[src/rtl/mlp_pkg.sv]
// Shared neuron-datapath types: signed-magnitude word, lane count and the
// gather FSM encoding, plus negative-zero canonicalisation.
package mlp_pkg;
   localparam int N     = 16;
   localparam int F     = 8;
   localparam int LANES = 4;

   typedef logic [N-1:0] sm_word_t;

   typedef enum logic {COLLECT = 1'b0, HOLD = 1'b1} gather_state_t;

   // -0 (sign set, zero magnitude) becomes +0; every other word passes unchanged
   function automatic sm_word_t sm_canon(input sm_word_t w);
      return (w == {1'b1, {(N-1){1'b0}}}) ? '0 : w;
   endfunction
endpackage

[src/rtl/operand_gather4_if.sv]
// Word stream in, 4-lane operand group out, plus the gather FSM state for observation.
// valid/ready: a beat transfers on a rising edge where valid && ready; a raised
// valid holds its payload stable until that edge.
interface operand_gather4_if;
   import mlp_pkg::*;

   logic          s_valid;
   logic          s_ready;
   sm_word_t      s_data;
   logic          s_last;
   logic          m_valid;
   logic          m_ready;
   sm_word_t      m_a0;
   sm_word_t      m_a1;
   sm_word_t      m_a2;
   sm_word_t      m_a3;
   logic [2:0]    m_count;
   logic          m_last;
   gather_state_t dbg_state;

   modport slave (
      input  s_valid, s_data, s_last, m_ready,
      output s_ready, m_valid, m_a0, m_a1, m_a2, m_a3, m_count, m_last, dbg_state
   );

   modport master (
      output s_valid, s_data, s_last, m_ready,
      input  s_ready, m_valid, m_a0, m_a1, m_a2, m_a3, m_count, m_last, dbg_state
   );
endinterface

[src/rtl/operand_gather4.sv]
// Packs a serial signed-magnitude word stream into zero-padded 4-lane groups
// for one adder-tree reduction each, with a collect stage and an output register.
module operand_gather4
   import mlp_pkg::*;
(
   input logic              clk,
   input logic              rst_n,
   operand_gather4_if.slave bus
);

   gather_state_t state_q, state_d;
   logic [1:0]    idx_q, idx_d;
   sm_word_t      c_q [0:LANES-1];
   sm_word_t      c_d [0:LANES-1];
   logic [2:0]    hcount_q, hcount_d;
   logic          hlast_q, hlast_d;
   logic          mv_q, mv_d;
   sm_word_t      ma_q [0:LANES-1];
   sm_word_t      ma_d [0:LANES-1];
   logic [2:0]    mcount_q, mcount_d;
   logic          mlast_q, mlast_d;

   sm_word_t      grp [0:LANES-1];
   logic [2:0]    grp_cnt;
   logic          grp_last;
   logic          load_out;
   logic          out_free;
   logic          complete;

   always_comb begin
      state_d  = state_q;
      idx_d    = idx_q;
      c_d      = c_q;
      hcount_d = hcount_q;
      hlast_d  = hlast_q;
      mv_d     = mv_q;
      ma_d     = ma_q;
      mcount_d = mcount_q;
      mlast_d  = mlast_q;
      grp      = c_q;
      grp_cnt  = hcount_q;
      grp_last = hlast_q;
      load_out = 1'b0;
      complete = 1'b0;
      out_free = !mv_q || bus.m_ready;

      if (mv_q && bus.m_ready) mv_d = 1'b0;

      case (state_q)
         COLLECT: begin
            if (bus.s_valid) begin
               // Lanes past the write index are padding and read as +0
               for (int j = 0; j < LANES; j++) begin
                  if (2'(j) == idx_q)     grp[j] = sm_canon(bus.s_data);
                  else if (2'(j) > idx_q) grp[j] = '0;
               end
               complete = (idx_q == 2'd3) || bus.s_last;
               if (complete) begin
                  c_d      = grp;
                  idx_d    = 2'd0;
                  grp_cnt  = 3'(idx_q) + 3'd1;
                  grp_last = bus.s_last;
                  hcount_d = grp_cnt;
                  hlast_d  = grp_last;
                  if (out_free) load_out = 1'b1;
                  else          state_d  = HOLD;
               end else begin
                  c_d[idx_q] = sm_canon(bus.s_data);
                  idx_d      = idx_q + 2'd1;
               end
            end
         end
         HOLD: begin
            if (out_free) begin
               load_out = 1'b1;
               state_d  = COLLECT;
            end
         end
         default: state_d = COLLECT;
      endcase

      if (load_out) begin
         mv_d     = 1'b1;
         ma_d     = grp;
         mcount_d = grp_cnt;
         mlast_d  = grp_last;
      end
   end

   always_ff @(posedge clk or negedge rst_n) begin
      if (!rst_n) begin
         state_q  <= COLLECT;
         idx_q    <= '0;
         c_q      <= '{default: '0};
         hcount_q <= '0;
         hlast_q  <= 1'b0;
         mv_q     <= 1'b0;
         ma_q     <= '{default: '0};
         mcount_q <= '0;
         mlast_q  <= 1'b0;
      end else begin
         state_q  <= state_d;
         idx_q    <= idx_d;
         c_q      <= c_d;
         hcount_q <= hcount_d;
         hlast_q  <= hlast_d;
         mv_q     <= mv_d;
         ma_q     <= ma_d;
         mcount_q <= mcount_d;
         mlast_q  <= mlast_d;
      end
   end

   // Ready depends only on registered state, so it never follows s_valid or m_ready
   assign bus.s_ready   = (state_q == COLLECT);
   assign bus.m_valid   = mv_q;
   assign bus.m_a0      = ma_q[0];
   assign bus.m_a1      = ma_q[1];
   assign bus.m_a2      = ma_q[2];
   assign bus.m_a3      = ma_q[3];
   assign bus.m_count   = mcount_q;
   assign bus.m_last    = mlast_q;
   assign bus.dbg_state = state_q;

endmodule

[src/flat_wrapper.sv]
// flat-port wrapper written by rule: the top's interface ports become plain ports
module operand_gather4_flat import mlp_pkg::*;
  (clk, rst_n, bus_s_valid, bus_s_data, bus_s_last, bus_m_ready, bus_s_ready, bus_m_valid, bus_m_a0, bus_m_a1, bus_m_a2, bus_m_a3, bus_m_count, bus_m_last, bus_dbg_state);
  operand_gather4_if bus_i ();
  input logic clk;
  input logic rst_n;
  input wire logic [$bits(bus_i.s_valid)-1:0] bus_s_valid;
  input wire logic [$bits(bus_i.s_data)-1:0] bus_s_data;
  input wire logic [$bits(bus_i.s_last)-1:0] bus_s_last;
  input wire logic [$bits(bus_i.m_ready)-1:0] bus_m_ready;
  output wire logic [$bits(bus_i.s_ready)-1:0] bus_s_ready;
  output wire logic [$bits(bus_i.m_valid)-1:0] bus_m_valid;
  output wire logic [$bits(bus_i.m_a0)-1:0] bus_m_a0;
  output wire logic [$bits(bus_i.m_a1)-1:0] bus_m_a1;
  output wire logic [$bits(bus_i.m_a2)-1:0] bus_m_a2;
  output wire logic [$bits(bus_i.m_a3)-1:0] bus_m_a3;
  output wire logic [$bits(bus_i.m_count)-1:0] bus_m_count;
  output wire logic [$bits(bus_i.m_last)-1:0] bus_m_last;
  output wire logic [$bits(bus_i.dbg_state)-1:0] bus_dbg_state;
  assign bus_i.s_valid = bus_s_valid;
  assign bus_i.s_data = bus_s_data;
  assign bus_i.s_last = bus_s_last;
  assign bus_i.m_ready = bus_m_ready;
  assign bus_s_ready = bus_i.s_ready;
  assign bus_m_valid = bus_i.m_valid;
  assign bus_m_a0 = bus_i.m_a0;
  assign bus_m_a1 = bus_i.m_a1;
  assign bus_m_a2 = bus_i.m_a2;
  assign bus_m_a3 = bus_i.m_a3;
  assign bus_m_count = bus_i.m_count;
  assign bus_m_last = bus_i.m_last;
  assign bus_dbg_state = bus_i.dbg_state;
  operand_gather4 u_core (.clk(clk), .rst_n(rst_n), .bus(bus_i));
endmodule
[config.mk]
export PLATFORM = sky130hd
export DESIGN_NAME = operand_gather4_flat
export DESIGN_NICKNAME = d
export VERILOG_FILES = /design/src/rtl/mlp_pkg.sv /design/src/rtl/operand_gather4_if.sv /design/src/rtl/operand_gather4.sv /design/src/flat_wrapper.sv
export SDC_FILE = /design/constraint.sdc
export NUM_CORES = 1
export LEC_CHECK = 0
export CAP_MARGIN = 20
export CORE_MARGIN = 5
export CORE_UTILIZATION = 53
export CTS_CLUSTER_SIZE = 28
export DETAILED_ROUTE_END_ITERATION = 10
export GPL_TIMING_DRIVEN = 0
export PLACE_DENSITY = 0.79
export SYNTH_ARGS = -nofsm -noshare
export SYNTH_HDL_FRONTEND = slang
export SYNTH_SLANG_ARGS = --single-unit
[constraint.sdc]
create_clock -name clk -period 2.2 [get_ports clk]
set_input_delay 0.55 -clock clk [delete_from_list [all_inputs] [get_ports clk]]
set_output_delay 0.55 -clock clk [all_outputs]
set_load 0.01 [all_outputs]
---- Yosys cells after proc, flatten, opt, wreduce, memory -nomap -nowiden ----
Cells that the tools add are included.
storage, ports and cells
  bits in registers ....................... 140
  input bits .............................. 21
  output and inout port bits .............. 71
  word-level logic and storage cells ...... 70
cells by class
  $add $sub $neg .......................... 2
  order comparisons ....................... 6
  equal/unequal tests ..................... 5
  multiplexer cells ....................... 32
  bitwise logic cells ..................... 2
  reductions and logical operators ........ 8
operators with widths
  operator              count
  $mux 64               3
  $mux 16               10
  $bwmux 64             1
  $demux 16 s2          1
  $eq 16x16->1 const B  1
  $mux 1                11
  $mux 3                3
  $eq 2x2->1 const A    2
  $gt 1x2->1 const A    2
  $gt 2x2->1 const A    2
  $pmux 1 s2            2
  $add 2x1->3 const B   1
  $ge 3x3->1 const B    1
  $lt 3x1->1 const B    1
  $not 2->3             1
  $add 2x1->2 const B   1
  $eq 1x2->1 const A    1
  $eq 2x2->1 const B    1
  $logic_and 1x1->1     2
  $logic_not 2->1       1
  $logic_or 1x1->1      2
  $mux 2                1
  $reduce_and 2->1      1
  $reduce_bool 2->1     1
  2 further kinds       2

---- Longest topological paths before layout ----
  depth after elaboration ................. 7
  mapped depth ............................ 7
  mapped depth without buffers ............ 5

---- Worst setup path after synthesis ----
No wires, ideal clock.
  kind .................................... reg2reg
  start ................................... register u_core.idx_q[0]
  end ..................................... register u_core.mcount_q[2], in the netlist u_core.bus.m_count[2]
  setup time .............................. 0.128 ns
  arrival time ............................ 1.616 ns
  required time ........................... 2.072 ns
  slack ................................... 0.457 ns
  stages on the path, launching flop included .. 8
  path buffers ............................ 2
  clock period less this slack ............ 1.743 ns
  cell sequence ........................... dfrtp_1 > ha_1 > o21a_1 > nor2_1 > nor2b_1 > buf_2 > buf_2 > mux2_1
on the way
  cells in the longest elaborated chain, start to end .. 5
  elaborated cells between the ends (all ways) .. 9
  those cells by class .................... add/sub (1); eq/ne (1); mux (6); reduce/logical (1)
RTL lines
  item                                  RTL line                source
  start: declaration                    operand_gather4.sv:12   logic [1:0] idx_q, idx_d;
  start signal: assignment              operand_gather4.sv:103  idx_q <= idx_d;
  $eq 2x2->1                            operand_gather4.sv:57   complete = (idx_q == 2'd3) || bus.s_last;
  $logic_or 1x1->1                      operand_gather4.sv:57
  $mux 1 or $mux 3 (tied branches)      operand_gather4.sv:58   if (complete) begin
  $mux 1 or $mux 3 (tied branches)      operand_gather4.sv:51   if (bus.s_valid) begin
  $pmux 1 s2 or $mux 3 (tied branches)  operand_gather4.sv:49   case (state_q)
  end signal: assignment                operand_gather4.sv:109  mcount_q <= mcount_d;
  end: declaration                      operand_gather4.sv:20   logic [2:0] mcount_q, mcount_d;
Several ways; a longest one is shown, not always the timed one.
A chain may end at the register's enable or synchronous reset.

---- Final worst setup path ----
  start ................................... register u_core.state_q, in the netlist u_core.bus.dbg_state
  end ..................................... output port bus_s_ready
on the way
  cells in the longest elaborated chain, start to end .. 1
RTL lines
  item                      RTL line                source
  start: declaration        operand_gather4.sv:11   gather_state_t state_q, state_d;
  start signal: assignment  operand_gather4.sv:102  state_q <= state_d;
  $not 1->1 (no line)       --
  end: declaration          flat_wrapper.sv:11      output wire logic [$bits(bus_i.s_ready)-1:0] bus_s_ready;
No other way between the ends.

==> run_results.csv <==
group,metric,value,unit
synth,netlist-cell-type-count,36,
drt,drtIter0Drc,260,
sta,min_period,2.13,ns
grt,use_met2,36.0,%
drt,antenna_left,0,
worst_hold_path,hold_class,"primary input to async pin",
floorplanning,fp.dieH,114,um
final_layout,synthToLayoutAreaGrowth,27.3,%
synth,syn_area_per_cell,12.4,sq um
grt,grt_busiest_layer,"met2",
grt,grt_pass1_wl,23200,um
sta,tightest_slew,0.696,ns
synth,synth.yosys.warnings,0,
floorplanning,placementRows,38,
clock_tree,clk_latency,0.52,ns
floorplanning,ios,92,
clock_tree,cts_tree,"yes",
placement,dp_slack,-0.383,ns
synth,synth_edf_count,0,
sta,finalCritPeriodShare,97.0,%
placement,dp.final_hpwl,9490,um
synth,synth_area_leaders,"dfrtp_1 (61%), a22o_1 (7.0%), a22oi_1 (5.9%)",
power,power_leakage,3.25,nW
synth,synth_nets,489,
clock_tree,root_buffer,"clkbuf_8",
drt,vias,4169,
sta,hold_viol,0,
grt,antenna_found_initial,0,
grt,grt_use_met1,31.4,%
grt,grt_use_total,23.3,%
grt,gr-usage-met3,7.11,%
power,cellPowerDensity,1250,nW/um^2
clock_tree,numCtsBuffers,17,
synth,synthArstFlopShare,100,%
drt,vias_per_cell,5.86,
floorplanning,die_w,114,um
final_layout,final_nets,585,
synth,yosysTopAreaCellShare,61.2,%
run_status,status,"completed",
critical_path,endpoint_kind,"output port",
synth,synth_flop_cell,"dfrtp_1",
clock_tree,post_cts_buffers,0,
floorplanning,start_util,53.5,%
critical_path,cp.required,1.65,ns
drt,firstDrtPassIters,5,
critical_path,ff2ff_setup_slack,0.12,ns
clock_tree,cts.sinks,140,
sta,max-slew-margin-rel,53.6,%
sta,drv_slew,0,
sta,finalSetupTns,0,ns
final_layout,drive_above_1_share,16.6,%
grt,grt_pass1_vias,4388,
flow_run,cap_violations,0,
sta,fmax,469,MHz
synth,ys_seq_elements,140,
power,finalPower,9.07,mW
drt,routed_wl,14400,um
floorplanning,dieArea,13000,sq um
sta,setup_ws,0.0663,ns
critical_path,r2r_cells,6,
drt,wl_per_cell,20.2,um
synth,yosysSeqAreaShare,61.2,%
floorplanning,core,10700,sq um
placement,dpl-instance-area,6690,sq um
critical_path,regToRegStartpoint,"u_core.idx_q[0]",
placement,gp_congestion,0.828,
critical_path,worstReg2RegEnd,"u_core.bus.m_a1[8]",
clock_tree,cts.reportedPaths.clkPinSlew,0.06,ns
grt,gr-total-overflow,0,
final_layout,diodes,0,
final_layout,fin_area,7280,sq um
critical_path,crit_arrival,1.58,ns
sta,rsz0062_at_grt,"no",
power,vdd_drop_max,0.779,mV
critical_path,criticalPathCategory,"flip-flop to output port",
critical_path,cp-start-kind,"flip-flop",
sta,setup_viol,0,
drt,drc,0,
final_layout,final_common_cell,"dfrtp_1",
placement,port_buffers,76,
final_layout,final_cell_mix,"dfrtp_1 (140), clkdlybuf4s50_1 (75), nand2_1 (49), a22o_1 (46)",
critical_path,critPathMaxFanout,6,
synth,syn_area,5720,sq um
clock_tree,cts_max_level,4,
grt,grt_max_degree,77,
clock_tree,cts_buffer_depth,2,
sta,skew,0.0106,ns
synth,synthCells,463,
synth,yosysTopAreaCell,"dfrtp_1",
power breakdown:
part	switching (mW)	internal [mW]	leakage, nW
sequential	0.413	3.30	1.82
clock	1.03	1.85	0.289
combinational	1.09	1.39	1.14
flip-flops by register name, indices dropped and copies added, names as in the netlist:
name / count
u_core.bus.m_a0: 16
u_core.bus.m_a2: 16
u_core.bus.m_valid: 1
u_core.c_q: 64
u_core.hcount_q: 3
u_core.bus.m_a1: 16
u_core.bus.m_last: 1
u_core.bus.dbg_state: 1
u_core.idx_q: 2
u_core.bus.m_a3: 16
u_core.bus.m_count: 3
u_core.hlast_q: 1
Yosys cell counts (2+ instances only):
master and instances:
nand2_1 49, a22oi_1 45, buf_4 2, a21bo_2 2, a2bb2oi_1 3, o21ai_1 7, nor2_1 4, mux2_1 2
and2_1 2, clkbuf_1 26, ha_1 5, nor4_1 3, inv_1 4, nand2b_1 2, a21oi_2 2, o21ai_0 46
a21oi_1 3, dfrtp_1 140, a22o_1 46, mux2_4 18, nand3_1 5, buf_2 18, mux2_2 16
stage by stage:
stage	hold slack, ns	util (%)	std cells
finish	0.0517	68.1	712
global placement	0.457	62.2	679
floorplan	0.254	-	463
CTS	0.0674	68.1	712
global route	0.100	68.1	712
detailed placement	0.470	62.5	680
kinds of logic after synthesis:
logic type	count (synthesis)	share of synthesized area [%]
and+or+nand+nor	72	5.66
DFF	140	61.2
adders and majority gates	5	1.09
AOI/OAI and AO/OA	157	19.4
buffers and inverters	53	4.35
muxes	36	8.27
timing repair:
action	4_1_cts	5_1_grt
hold buffers	0	0
hold endpoints to repair	0	0
setup endpoints to repair	0	24
resized for setup	0	3
layer usage:
metal  wire, um  vias to the layer above
met4        369                        0
met1       6370                     2112
li1           -                     1870
met5          0                        -
met3        937                       29
met2       6700                      158
critical path: stages, from the launching register on:
cell             delay [ns]
dfrtp_1                0.45
inv_1                  0.08
clkdlybuf4s50_1        0.53
layout make-up:
class	instances	area, sq um
sequential	140	3500
fill	769	3420
multi-input combinational	270	1970
timing repair buffer	77	790
clock buffer	26	488
buffer	49	235
tap	140	175
clock inverter	6	108
inverter	4	15.0
worst max-delay path by stage:
stage	startpoint	end	slack (ns)	depth (start not counted)
after floorplan	u_core.idx_q[0]	u_core.bus.m_count[2]	0.46	7
after global placement	rst_n	u_core.c_q[39]	-4.57	1
after detailed placement	bus_s_last	u_core.bus.m_a3[4]	-0.38	6
after CTS	u_core.idx_q[0]	u_core.bus.m_a3[4]	0.02	6
after global routing	u_core.bus.dbg_state	bus_s_ready	0.004	2
final	u_core.bus.dbg_state	bus_s_ready	0.07	2
Power figures use the tool's default switching activity.
